[src/rtl/cpu_bus_serializer.sv]
// cpu_bus_serializer
//   Bridges the CPU core's parallel memory port to a narrow off-chip bus.
//   A transaction goes out as ADDR_W/PIN_W address beats (LSB first), one
//   command beat {0.., valid, we}, a WAIT phase for the device ack, and then
//   DATA_W/PIN_W data beats (LSB first). Write data is driven out. Read data
//   is sampled back in and presented on cpu_rdata together with cpu_ready.
//   WAIT gives up after TIMEOUT cycles and reports cpu_err (TIMEOUT=0 waits
//   forever).
//
// Ports
//   clk        in   single clock, posedge
//   rst_n      in   synchronous active-low reset
//   cpu_req    in   transaction request, sampled in IDLE only
//   cpu_we     in   1 = write, 0 = read
//   cpu_addr   in   [ADDR_W] transaction address
//   cpu_wdata  in   [DATA_W] write data
//   cpu_ready  out  one-cycle completion pulse
//   cpu_rdata  out  [DATA_W] assembled read data, held until the next read
//   cpu_err    out  valid with cpu_ready, 1 = timeout
//   bus_addr   out  [PIN_W] address / command beat pins
//   bus_dout   out  [PIN_W] write-data pins
//   bus_oe     out  [PIN_W] all-ones while driving write data
//   bus_din    in   [PIN_W] read-data pins
//   bus_strb   out  high on every address, command or data beat
//   bus_ack    in   device ready for the data phase
module cpu_bus_serializer #(
  parameter int ADDR_W  = 32,
  parameter int DATA_W  = 32,
  parameter int PIN_W   = 8,
  parameter int TIMEOUT = 255
) (
  input  logic              clk,
  input  logic              rst_n,
  input  logic              cpu_req,
  input  logic              cpu_we,
  input  logic [ADDR_W-1:0] cpu_addr,
  input  logic [DATA_W-1:0] cpu_wdata,
  output logic              cpu_ready,
  output logic [DATA_W-1:0] cpu_rdata,
  output logic              cpu_err,
  output logic [PIN_W-1:0]  bus_addr,
  output logic [PIN_W-1:0]  bus_dout,
  output logic [PIN_W-1:0]  bus_oe,
  input  logic [PIN_W-1:0]  bus_din,
  output logic              bus_strb,
  input  logic              bus_ack
);

  localparam int AB   = ADDR_W / PIN_W;
  localparam int DB   = DATA_W / PIN_W;
  localparam int MAXB = (AB > DB) ? AB : DB;
  localparam int BW   = $clog2(MAXB) + 1;
  localparam int TW   = (TIMEOUT > 0) ? $clog2(TIMEOUT + 1) : 1;

  localparam logic [BW-1:0]    AB_LAST  = BW'(AB - 1);
  localparam logic [BW-1:0]    DB_LAST  = BW'(DB - 1);
  localparam logic [TW-1:0]    TMO_LAST = TW'(TIMEOUT - 1);
  localparam logic [PIN_W-1:0] CMD_VLD  = PIN_W'(2);

  typedef enum logic [2:0] {
    S_IDLE, S_ADDR, S_CMD, S_WAIT, S_DATA, S_DONE
  } state_t;

  state_t            state, state_d;
  logic [BW-1:0]     beat, beat_d;
  logic [TW-1:0]     tmo_cnt, tmo_d;
  logic              we_q, we_d;
  logic [ADDR_W-1:0] addr_sh, addr_sh_d;
  logic [DATA_W-1:0] wdata_sh, wdata_sh_d;
  logic [DATA_W-1:0] rdata_sh, rdata_sh_d;
  logic [PIN_W-1:0]  bus_addr_d, bus_dout_d, bus_oe_d;
  logic              bus_strb_d, ready_d, err_d;
  logic [DATA_W-1:0] rdata_d;

  // Outputs are computed from the next state and then registered, so each
  // beat appears on the pins in the same cycle its state is occupied.
  always_comb begin
    // NOTE: every signal gets a default before the case so no path leaves
    // it unassigned, which would otherwise infer a latch.
    state_d    = state;
    beat_d     = beat;
    tmo_d      = tmo_cnt;
    we_d       = we_q;
    addr_sh_d  = addr_sh;
    wdata_sh_d = wdata_sh;
    rdata_sh_d = rdata_sh;
    bus_addr_d = '0;
    bus_dout_d = '0;
    bus_oe_d   = '0;
    bus_strb_d = 1'b0;
    ready_d    = 1'b0;
    err_d      = 1'b0;
    rdata_d    = cpu_rdata;

    case (state)
      S_IDLE: begin
        if (cpu_req) begin
          we_d       = cpu_we;
          wdata_sh_d = cpu_wdata;
          // Beat 0 goes out straight from the port. The shifter keeps the rest.
          addr_sh_d  = cpu_addr >> PIN_W;
          bus_addr_d = cpu_addr[PIN_W-1:0];
          bus_strb_d = 1'b1;
          beat_d     = '0;
          state_d    = S_ADDR;
        end
      end

      S_ADDR: begin
        bus_strb_d = 1'b1;
        if (beat == AB_LAST) begin
          bus_addr_d = CMD_VLD | PIN_W'(we_q);
          state_d    = S_CMD;
        end else begin
          bus_addr_d = addr_sh[PIN_W-1:0];
          addr_sh_d  = addr_sh >> PIN_W;
          beat_d     = beat + BW'(1);
        end
      end

      S_CMD: begin
        tmo_d   = '0;
        state_d = S_WAIT;
      end

      S_WAIT: begin
        // Ack takes priority over a timeout that expires in the same cycle.
        if (bus_ack) begin
          beat_d     = '0;
          bus_strb_d = 1'b1;
          if (we_q) begin
            bus_dout_d = wdata_sh[PIN_W-1:0];
            bus_oe_d   = '1;
            wdata_sh_d = wdata_sh >> PIN_W;
          end
          state_d = S_DATA;
        end else if (TIMEOUT != 0 && tmo_cnt == TMO_LAST) begin
          ready_d = 1'b1;
          err_d   = 1'b1;
          state_d = S_DONE;
        end else if (tmo_cnt != '1) begin
          tmo_d = tmo_cnt + TW'(1);
        end
      end

      S_DATA: begin
        // Read beats enter at the top so that, after DB shifts, beat 0 sits in
        // the low bits.
        if (!we_q)
          rdata_sh_d = (rdata_sh >> PIN_W) | (DATA_W'(bus_din) << (DATA_W - PIN_W));
        if (beat == DB_LAST) begin
          ready_d = 1'b1;
          if (!we_q)
            rdata_d = rdata_sh_d;
          state_d = S_DONE;
        end else begin
          bus_strb_d = 1'b1;
          if (we_q) begin
            bus_dout_d = wdata_sh[PIN_W-1:0];
            bus_oe_d   = '1;
            wdata_sh_d = wdata_sh >> PIN_W;
          end
          beat_d = beat + BW'(1);
        end
      end

      S_DONE: state_d = S_IDLE;

      default: state_d = S_IDLE;
    endcase
  end

  // NOTE: sequential state uses non-blocking assignments so that every
  // register samples the values from before the clock edge.
  always_ff @(posedge clk) begin
    if (!rst_n) begin
      state     <= S_IDLE;
      beat      <= '0;
      tmo_cnt   <= '0;
      we_q      <= 1'b0;
      addr_sh   <= '0;
      wdata_sh  <= '0;
      rdata_sh  <= '0;
      bus_addr  <= '0;
      bus_dout  <= '0;
      bus_oe    <= '0;
      bus_strb  <= 1'b0;
      cpu_ready <= 1'b0;
      cpu_err   <= 1'b0;
      cpu_rdata <= '0;
    end else begin
      state     <= state_d;
      beat      <= beat_d;
      tmo_cnt   <= tmo_d;
      we_q      <= we_d;
      addr_sh   <= addr_sh_d;
      wdata_sh  <= wdata_sh_d;
      rdata_sh  <= rdata_sh_d;
      bus_addr  <= bus_addr_d;
      bus_dout  <= bus_dout_d;
      bus_oe    <= bus_oe_d;
      bus_strb  <= bus_strb_d;
      cpu_ready <= ready_d;
      cpu_err   <= err_d;
      cpu_rdata <= rdata_d;
    end
  end

endmodule

[config.mk]
export PLATFORM = sky130hd
export DESIGN_NAME = cpu_bus_serializer
export DESIGN_NICKNAME = d
export VERILOG_FILES = /design/src/rtl/cpu_bus_serializer.sv
export SDC_FILE = /design/constraint.sdc
export NUM_CORES = 1
export LEC_CHECK = 0
export CAP_MARGIN = 20
export CORE_UTILIZATION = 51
export DETAILED_ROUTE_END_ITERATION = 10
export PLACE_DENSITY = 0.79
export SETUP_SLACK_MARGIN = 0.4
export SLEW_MARGIN = 20
export SYNTH_ARGS = -nofsm -noshare
export SYNTH_HDL_FRONTEND = slang
export SYNTH_SLANG_ARGS = --single-unit
export TNS_END_PERCENT = 1
[constraint.sdc]
create_clock -name clk -period 2.21 [get_ports clk]
set_clock_uncertainty 0.05 [all_clocks]
set_input_delay 0.221 -clock clk [delete_from_list [all_inputs] [get_ports clk]]
set_output_delay 0.221 -clock clk [all_outputs]
set_load 0.05 [all_outputs]
== After elaboration in Yosys (flattened, before gate mapping) ==
Cells that the tools add are included.
Operators by class
  add/sub/neg operators: 2
  equal/unequal tests: 18
  muxes and demuxes: 42
  bitwise operators: 2
  reductions and logical operators: 14
Operators by type and width (count)
  $mux W32: 7
  $pmux W32 S3: 1
  $mux W8: 11
  $pmux W32 S2: 1
  $pmux W8 S2: 4
  $or A24 B32 Y32: 1
  $mux W3: 8
  $ne A2 B2 Y1 const B: 10
  $reduce_and A4 Y1: 4
  $pmux W3 S5: 1
  $eq A3 B2 Y1 const B: 3
  $pmux W3 S3: 1
  $add A8 B1 Y8 const B: 1
  $eq A8 B8 Y1 const B: 1
  $ne A8 B8 Y1 const B: 1
  $mux W1: 6
  $reduce_and A3 Y1: 2
  $reduce_bool A3 Y1: 2
  $pmux W1 S4: 1
  $reduce_and A2 Y1: 2
  $reduce_bool A2 Y1: 2
  $add A3 B1 Y3 const B: 1
  $eq A3 B1 Y1 const B: 1
  $eq A3 B3 Y1 const B: 1
  other kinds (5): 5
Storage, ports and cells
  bits in registers: 170
  bits of input ports: 77
  output and inout bits: 59
  logic and storage cells: 92

== Logic depth before layout (Yosys ltp) ==
Gate-level depths: netlist of the first run.
  depth after elaboration: 5
  mapped depth: 8
  mapped depth without buffers: 6

== Least setup slack after synthesis of the first run ==
Ideal clock, no wire load.
  path kind: reg-to-reg
  from: reg beat[0]
  to: reg addr_sh[12]
  arrival time: 1754 ps
  required time: 2080 ps
  slack: 327 ps
  stages on the path, launching flop included: 9
  path buffers: 2
  clock period less this slack: 1883 ps
  cells stage by stage: dfxtp_1 > ha_1 > ha_1 > nor4b_2 > or2_1 > buf_6 > buf_8 > nor2_2 > a211oi_2
Between the ends
  word-level cells in the longest chain between the ends: 3
Ends and longest elaborated chain
  start, declared: line 65  | logic [BW-1:0] beat, beat_d;
  start signal, assigned: line 193  | beat <= beat_d;
  $eq A3 B2 Y1: line 111  | if (beat == AB_LAST) begin
  $ne A2 B2 Y1 (no source line)
  $reduce_and A3 Y1 (no source line)
  end signal, assigned: line 196  | addr_sh <= addr_sh_d;
  end, declared: line 68  | logic [ADDR_W-1:0] addr_sh, addr_sh_d;
Every way passes these cells.
A chain may end at the register's enable or synchronous reset.

==> summary.txt, run 1 <==
Boundary Pins = 136
Inserted Clock Buffers = 17
Syn Inst Count = 776
Die width = 117 µm
PortBufs = 135
Final critical-path required period = 1960 ps
DRC viols = 0
Post-layout util = 68.7%
Die H = 117 µm
Post-route cell area = 8740 µm²
Fmax = 510 MHz
Synth area leader = dfxtp_1
Mapped Nets = 858
DRT iter0 DRCs = 561
N_diodes = 0
Final Cycle Share = 88.6%
Critical Path Start Type = register
FF+latch count, synth = 147
Status = finished clean
Setup WS post-layout = 251 ps
Hold worst-path end = wdata_sh[26]
CTS Sinks = 147
CP max stage delay = 840 ps
GP Congestion = 0.872
Sw Ratio = 24.1%
Vias = 6313
Worst Path Required = 1940 ps
Min-delay worst type = in -> reg
Max H-tree Level = 4
Initial antenna violation count = 0
Mean Syn Cell Area = 8.62 µm²
Post-DR wirelength/cell = 16.4 µm
Detailed placement HPWL = 11600 µm
RSZ-0062 raised after global routing = true
Worst r2r dst = addr_sh[1]
Asr flop ratio synth = 0%
Pwr/cell area = 735 nW/µm²
Unique masters post-synth = 59
Via-to-Cell Ratio = 5.92
Final setup viols = 0
Number of global-route vias before repair = 6165
Drt pass-1 iters = 5
CP max-delay cell = clkdlybuf4s50_1
Hold path depth = 3
CP cell instances = clkdlybuf4s50_1
Die Footprint = 13600 µm²
Clock Pin Slew Worst Setup and Hold Paths = 60 ps
Clock Latency Late Sink = 420 ps
Layout area overhead = 30.6%
Critical path type = reg -> out
Cell Int Power = 4.87 mW
Initial core utilization = 52.6%
Place WS = 247 ps
Total chip power = 6.42 mW
Post-synth top flop = dfxtp_1
Setup TNS = 0 ps
Clock Tree Buf Depth = 2
Fillers = 1021
Clock network fraction of total power = 46.1%
Synth warn = 0
Fraction of layout cells with a size suffix above 1 = 10.6%
Max Slew Vio Count = 0
CTS tree = yes
Post-synth EDFFs = 0
Final #Nets = 964
Multi-input logic area = 3320 µm²
Final wirelength = 17500 µm
Comb power frac = 10.0%
Crit path max fanout = 8
Sequential share of power = 43.9%
Sw Pwr = 1.54 mW
Critical Path AT = 1690 ps
Worst R2R Start = beat[0]
Seq/Total Area, Yosys = 44.0%
R2R Setup Slk = 320 ps
FF/Latch Area = 2950 µm²
Worst-Margin Slew = 546 ps
Core box area = 12700 µm²
CP bufs+invs = 1
Top post-synthesis cells by area = dfxtp_1, a21oi_1, nand2_1, a22oi_1, o31ai_1
Max-cap violations = 0
Family with the most delay on the worst path = buffers and inverters
Min-delay src = cpu_wdata[26]
Row Count = 41
DP Area = 8120 µm²
Max VDD drop = 0.536 mV
Root buf cell = clkbuf_16
Global route overflow = 0
Final Hold Fails = 0
Largest net degree at the start of global routing = 73
Mapped Area = 6690 µm²
Share of the synthesized area in the top cell type = 44.0%
Tot GR Track Use = 26.9%
R2R depth = 7
First-pass GRT wire length = 28600 µm
DRT antenna net count = 0
Pleak = 3.12 nW
Critical path endpoint category = output port
Slew headroom = 63.5%
==> worst max-delay path by stage <==
stage	startpoint	end	depth (start not counted)
CTS	bus_oe[6]	bus_oe[2]	1
global placement	bus_ack	wdata_sh[0]	6
detailed placement	cpu_req	wdata_sh[21]	6
floorplan	beat[0]	wdata_sh[4]	7
global route	bus_oe[6]	bus_oe[2]	1
finish	bus_oe[6]	bus_oe[2]	1
==> layer usage <==
metal | track usage (%) | vias to the layer above | wire, µm
li1 | - | 3012 | -
met1 | 32.0 | 3009 | 7280
met2 | 45.9 | 260 | 8470
met3 | 7.99 | 32 | 1390
met4 | 9.70 | 0 | 318
met5 | 0 | - | 0
==> repair_timing <==
| item | 4_1_cts | 5_1_grt |
|---|---|---|
| hold buffers | 0 | 0 |
| setup endpoints to repair | 124 | 184 |
| resized for setup | 1 | 4 |
| setup buffers | 0 | 0 |
==> cell usage after synthesis (all sizes together), types with 2 or more instances <==
master   instances
nor3b            3
nor2            46
and3             5
a21oi          109
o31ai           32
dfxtp          147
nand2          143
o21ai            8
inv              8
a211oi          16
mux2i           22
a2bb2oi          2
ha               5
or3              3
nand3            3
nor3             5
a22oi           37
buf             43
and4             2
a221oi          23
or2              2
and2            12
nor4b            3
nand4            8
clkbuf          37
o22a            23
o221ai           2
nand2b           4
a32oi            2
nor2b            3
o21a             2
==> layout by cell type (no fill, tap or decap), drive strengths merged, types with 14 or more instances in the layout <==
cell           netlist  routed
dfxtp              147     147
nor2                46      46
nand2              143     143
a221oi              23      23
o22a                23      23
o31ai               32      32
mux2i               22      22
a22oi               37      37
a211oi              16      16
a21oi              109     109
buf                 43      32
inv                  8      14
clkdlybuf4s50        0     133
clkbuf              37      18
==> sequential cells by signal (all words and copies together) (netlist names) <==
name / flops
cpu_ready: 1
bus_oe: 1
tmo_cnt: 8
cpu_rdata: 32
we_q: 1
addr_sh: 24
bus_dout: 8
bus_addr: 8
cpu_err: 1
rdata_sh: 24
wdata_sh: 32
beat: 3
state: 3
bus_strb: 1
==> through the flow <==
step	hold slack [ps]	std cells
floorplan	307	776
global placement	393	1035
detailed placement	397	1035
CTS	282	1066
global route	303	1066
finish	295	1066
==> power groups by stage <==
stage,clock network [mW],registers (mW),logic [mW]
final,2.96,2.82,0.643
after global routing,3.11,2.82,0.694
after CTS,3.01,2.81,0.638
after detailed placement,0,2.87,0.634
after global placement,0,2.87,0.614
after floorplan,0,2.88,0.354
==> area by class of cell <==
class | count | share of cell area, %
timing repair buffer | 167 | 18.5
multi-input combinational | 541 | 37.9
inverter | 8 | 0.344
tap | 172 | 2.46
sequential | 147 | 33.7
clock inverter | 13 | 1.98
clock buffer | 18 | 5.03
==> cells by family (layout without fill, tap and decap cells) <==
kind of cell,Yosys count,after routing,synth area share [%]
compound gates,265,265,27.6
simple gates,247,247,17.2
flops,147,147,44.0
buf+inv,88,206,6.75
mux,23,23,3.46
fa+ha+maj,5,5,0.935
xor+xnor,1,1,0.131
(Power assumes the default switching activity.)
==> run 2, diff against run 1 <==
--- a/config.mk
+++ b/config.mk
@@ -5,10 +5,10 @@
 export SDC_FILE = /design/constraint.sdc
 export NUM_CORES = 1
 export LEC_CHECK = 0
-export CAP_MARGIN = 20
+export ABC_CLOCK_PERIOD_IN_PS = 2210
 export CORE_UTILIZATION = 51
 export DETAILED_ROUTE_END_ITERATION = 10
-export PLACE_DENSITY = 0.79
+export PLACE_DENSITY = 0.8
 export SETUP_SLACK_MARGIN = 0.4
 export SLEW_MARGIN = 20
 export SYNTH_ARGS = -nofsm -noshare
==> run 2 against run 1 <==
  * Design area is 0.66% lower
  * Non-clock buffer count fell by 2
  * Core utilization down 0.45 points
  * Critical path type unchanged
  * Critical endpoint is now bus_oe[1]
  * Largest cell class unchanged
==> summary.txt, run 2 (synthesized netlist as in run 1, its figures left out) <==
Status = finished clean
Worst r2r dst = wdata_sh[14]
Total chip power = 6.18 mW (-3.7%)
CP bufs+invs = 1 (unchanged)
Core box area = 12700 µm² (unchanged)
CP cell instances = clkdlybuf4s50_1
Final critical-path required period = 1990 ps (+26.1 ps)
Die width = 117 µm (unchanged)
Drt pass-1 iters = 6 (+1)
Tot GR Track Use = 26.0% (-0.87 points)
Root buf cell = clkbuf_16
Boundary Pins = 136 (unchanged)
Stages on the worst setup path = 1 (unchanged)
Fillers = 1052 (+3.0%)
Pwr/cell area = 712 nW/µm² (-3.1%)
Max-cap violations = 0 (unchanged)
Initial antenna violation count = 0 (unchanged)
Worst R2R Start = state[2]
Critical Path Start Type = register
Final #Nets = 962 (-0.21%)
Fmax = 504 MHz (-1.3%)
Number of global-route vias before repair = 5943 (-3.6%)
Fraction of layout cells with a size suffix above 1 = 10.2% (-0.42 points)
Critical path endpoint = bus_oe[1]
Place WS = 266 ps (+18.2 ps)
Critical path type = reg -> out
Min-delay worst type = in -> reg
Inserted Clock Buffers = 17 (unchanged)
Die H = 117 µm (unchanged)
Final Hold Fails = 0 (unchanged)
Most common cell after layout, fill and taps aside = dfxtp_1
Largest net degree at the start of global routing = 83 (+14%)
Post-DR wirelength/cell = 16.2 µm (-1.1%)
Post-layout util = 68.2% (-0.45 points)
Max H-tree Level = 4 (unchanged)
CTS tree = yes
Critical path endpoint category = output port
Global route overflow = 0 (unchanged)
Vias = 6281 (-0.51%)
R2R Setup Slk = 300 ps (-20 ps)
CP max-delay cell = clkdlybuf4s50_1
Pleak = 3.08 nW (-1.1%)
Slew headroom = 62.3% (-1.3 points)
Final Cycle Share = 89.8% (+1.2 points)
Clock Tree Buf Depth = 2 (unchanged)
Clock Pin Slew Worst Setup and Hold Paths = 60 ps (about the same)
Worst-Margin Slew = 564 ps (+19.0 ps)
Hold_ws = 308 ps (+13.8 ps)
Biggest regs = cpu_rdata: 32 flops, wdata_sh: 32 flops
Max VDD drop = 0.497 mV (-7.2%)
Detailed placement HPWL = 11500 µm (-0.77%)
Initial core utilization = 52.6% (unchanged)
Layout area overhead = 29.7%
PortBufs = 135 (unchanged)
Clock Latency Late Sink = 420 ps (about the same)
Worst Path Required = 1940 ps (about the same)
DRT antenna net count = 0 (unchanged)
Via-to-Cell Ratio = 5.90 (-0.32%)
Final setup viols = 0 (unchanged)
FF/Latch Area = 2940 µm² (about the same)
Multi-input logic area = 3310 µm² (-0.15%)
Die Footprint = 13600 µm² (unchanged)
R2R depth = 6 (-1)
Final wirelength = 17200 µm (-1.3%)
CTS Sinks = 147 (unchanged)
RSZ-0062 raised after global routing = true
Setup WS post-layout = 225 ps (-26.1 ps)
Family with the most delay on the worst path = buffers and inverters
CP max stage delay = 850 ps (about the same)
N_diodes = 0 (unchanged)
Setup TNS = 0 ps (unchanged)
DRT iter0 DRCs = 471 (-16%)
Max Slew Vio Count = 0 (unchanged)
Hold_buf cts = 0 (unchanged)
Row Count = 41 (unchanged)
Critical Path AT = 1710 ps (+20 ps)
Most frequent cells in the layout = dfxtp_1, nand2_1, clkdlybuf4s50_1, a21oi_1, nor2_1
DRC viols = 0 (unchanged)
GP Congestion = 0.835 (-4.3%)
First-pass GRT wire length = 27600 µm (-3.5%)
CP Launch Point = bus_oe[6]
Crit path max fanout = 8 (unchanged)
-- run 2: cell count changes in the layout (fill, tap and decap cells not counted), moves of 2 or more --
cell	change
buf_4	-3
bufinv_16	-2
clkinv_4	+2
inv_6	-2
-- run 2: report_power, final --
group	switching, mW	total, mW	internal [mW]
clock	1.14	2.73	1.58
sequential	0.0645	2.81	2.75
combinational	0.332	0.641	0.309
-- run 2: worst min path at each step --
stage	from	end	cells after the start	slack [ps]
floorplan	bus_din[0]	rdata_sh[24]	2	310
global placement	cpu_rdata[21]	cpu_rdata[21]	2	390
detailed placement	rdata_sh[9]	cpu_rdata[1]	2	400
CTS	cpu_wdata[27]	wdata_sh[27]	3	290
global route	cpu_wdata[27]	wdata_sh[27]	3	300
finish	cpu_wdata[27]	wdata_sh[27]	3	310
-- run 2: layer usage --
metal	vias up	wire length, µm	track usage, %
met5	-	0	0
met4	0	283	9.70
met3	29	1460	8.46
met2	271	8450	44.3
met1	2968	7040	30.4
li1	3013	-	-
-- run 2: final cells by class --
class                      instances  area share (%)
multi-input combinational        541            38.1
sequential                       147            33.9
timing repair buffer             165            18.6
clock buffer                      18            5.06
tap                              172            2.48
clock inverter                    13            1.44
inverter                           8           0.346
-- run 2: worst reg2reg max path, delay by kind of cell (launching register included) --
family / cells / cell delay (ps)
simple gates: 1 / 160
flops: 1 / 600
compound gates: 2 / 340
buf+inv: 3 / 690
-- run 2: through the flow --
stage | cells | cell area, µm²
finish | 1064 | 8680
global route | 1064 | 8680
CTS | 1064 | 8680
detailed placement | 1033 | 8110
global placement | 1033 | 8110
floorplan | 776 | 6700
-- run 2: timing repair --
action | CTS | global route
hold endpoints to repair | 0 | 0
resized for setup | 1 | 1
setup buffers | 0 | 0
endpoints found under the setup margin | 106 | 175
==> run 3, diff against run 2 <==
--- a/config.mk
+++ b/config.mk
@@ -7,6 +7,7 @@
 export LEC_CHECK = 0
 export ABC_CLOCK_PERIOD_IN_PS = 2210
 export CORE_UTILIZATION = 51
+export CTS_CLUSTER_SIZE = 28
 export DETAILED_ROUTE_END_ITERATION = 10
 export PLACE_DENSITY = 0.8
 export SETUP_SLACK_MARGIN = 0.4
==> results of run 3 <==
Final layout, timing and power as in run 2 (identical DEF).
==> patch, RTL diff (config.mk and constraints of run 3) <==
Encoding of `state_t`: now one-hot (6 bits for 6 states).
--- a/src/rtl/cpu_bus_serializer.sv
+++ b/src/rtl/cpu_bus_serializer.sv
@@ -57,8 +57,8 @@
   localparam logic [TW-1:0]    TMO_LAST = TW'(TIMEOUT - 1);
   localparam logic [PIN_W-1:0] CMD_VLD  = PIN_W'(2);
 
-  typedef enum logic [2:0] {
-    S_IDLE, S_ADDR, S_CMD, S_WAIT, S_DATA, S_DONE
+  typedef enum logic [5:0] {
+    S_IDLE = 6'b000001, S_ADDR = 6'b000010, S_CMD = 6'b000100, S_WAIT = 6'b001000, S_DATA = 6'b010000, S_DONE = 6'b100000
   } state_t;
 
   state_t            state, state_d;
Behaviour: same outputs for any inputs over 10 cycles, from zero or initial values and one cycle with rst_n low; not proved beyond that.
==> patch against run 3 <==
Final area decreased by 1.4%; non-clock buffer count increased by 9; count of clock-buffer cells in the layout up 3; clock power grew 6%; sequential cell count grew 3; via count is 14% lower; power is 14% higher; combinational power rose by 73%; register-to-register slack worse by 240 ps; worst setup slack lost 170 ps; routed wire length down 9.2%; synthesized area fell by 6.3%; critical endpoint is now wdata_sh[6]$_SDFFE_PN0P_; largest power group unchanged.
==> patch: results <==
set metrics [dict create \
    status "complete, no violations" \
    synth_top_family_by_area "simple AND/OR/NAND/NOR gates" \
    crit_family "compound AO/OA/AOI/OAI gates" \
    use_met2_pct 41.4 \
    placed_cell_area_um2 7800 \
    r2r-end "wdata_sh[6]$_SDFFE_PN0P_" \
    dpl.hpwl_mm 10.3 \
    vdd_drop_max_uv 503 \
    synth_fa_ha_area_share_pct 0.799 \
    finalNonFillerCells 975 \
    p_leak_nw 3.72 \
    cp_slowest_stage_delay_ps 400 \
    slew_headroom_pct 63.0 \
    ys_seq_area_share_pct 47.9 \
    syn_nets 767 \
    reg2regPathDepth 7 \
    met3_length_um 939 \
    cp-startpoint "state[5]$_SDFFE_PN0P_" \
    synthMuxAreaShare_pct 7.03 \
    wl_met1_mm 6.56 \
    final.fill_count 875 \
    final_net_count 898 \
    yosys-top-cells-area "dfxtp_1 (48%), nand2_1 (10%), mux2i_1 (7.0%), o211a_1 (6.4%), a21boi_1 (6.2%)" \
    whs_endpoint "addr_sh[5]$_SDFFE_PN0P_" \
    synth_xor_area_share_pct 0.279 \
    wl_met2_mm 7.86 \
    synth_cell_types 50 \
    track_usage_pct 24.4 \
    num_vias 5422 \
    r2r_slack_ps 60 \
    grt_pass1_vias 5231 \
    whs_path_depth 2 \
    finalWirelength_mm 15.6 \
    use_met3_pct 7.45 \
    arrival_ps 2410 \
    grt_pass1_wl_mm 24.6 \
    use_met1_pct 28.6 \
    slowest_stage "a2111oi_4" \
    dp_cells 936 \
]
==> patch: changes by cell type after synthesis, moves of 23 or more <==
cell | before | now
a221oi_1 | 23 | 0
a22oi_1 | 37 | 14
nand2_1 | 143 | 168
o211a_1 | 0 | 40
a21oi_1 | 109 | 11
o31ai_1 | 32 | 3
o22a_1 | 23 | 0
a21boi_1 | 0 | 52
==> patch: what timing repair did <==
item	CTS	global route
buffers inserted	1	4
setup endpoints to repair	196	205
resized for setup	9	7
pin swaps	1	4
cloned	1	3
==> patch: through the flow <==
| step | worst slack (ps) | TNS [ps] | utilization (%) | hold WS, ps |
|---|---|---|---|---|
| after floorplan | -85.6 | -2230 | - | 306 |
| after global placement | 113 | 0 | 64.9 | 385 |
| after detailed placement | 37.2 | 0 | 64.9 | 393 |
| after CTS | 26.4 | 0 | 70.3 | 173 |
| after global routing | 6.68 | 0 | 71.3 | 192 |
| final | 58.6 | 0 | 71.3 | 189 |
==> patch: area by class of cell <==
| cell class | count | area (um2) | share of cell area (%) |
|---|---|---|---|
| sequential | 150 | 3010 | 35.1 |
| multi-input combinational | 470 | 3000 | 35.0 |
| timing repair buffer | 174 | 1770 | 20.7 |
| clock buffer | 21 | 460 | 5.38 |
| tap | 147 | 184 | 2.15 |
| clock inverter | 9 | 126 | 1.48 |
| inverter | 4 | 15.0 | 0.175 |
==> patch: kinds of logic after synthesis <==
logic type / after synthesis
and+or+nand+nor: 268
muxes: 44
DFF: 150
xor gates and xnor gates: 2
AOI/OAI and AO/OA: 152
adders and majority gates: 4
buffers and inverters: 66
==> patch: power breakdown <==
group	internal (mW)	switching [mW]
clock	1.82	1.08
sequential	2.90	0.122
combinational	0.582	0.530
total	5.30	1.73
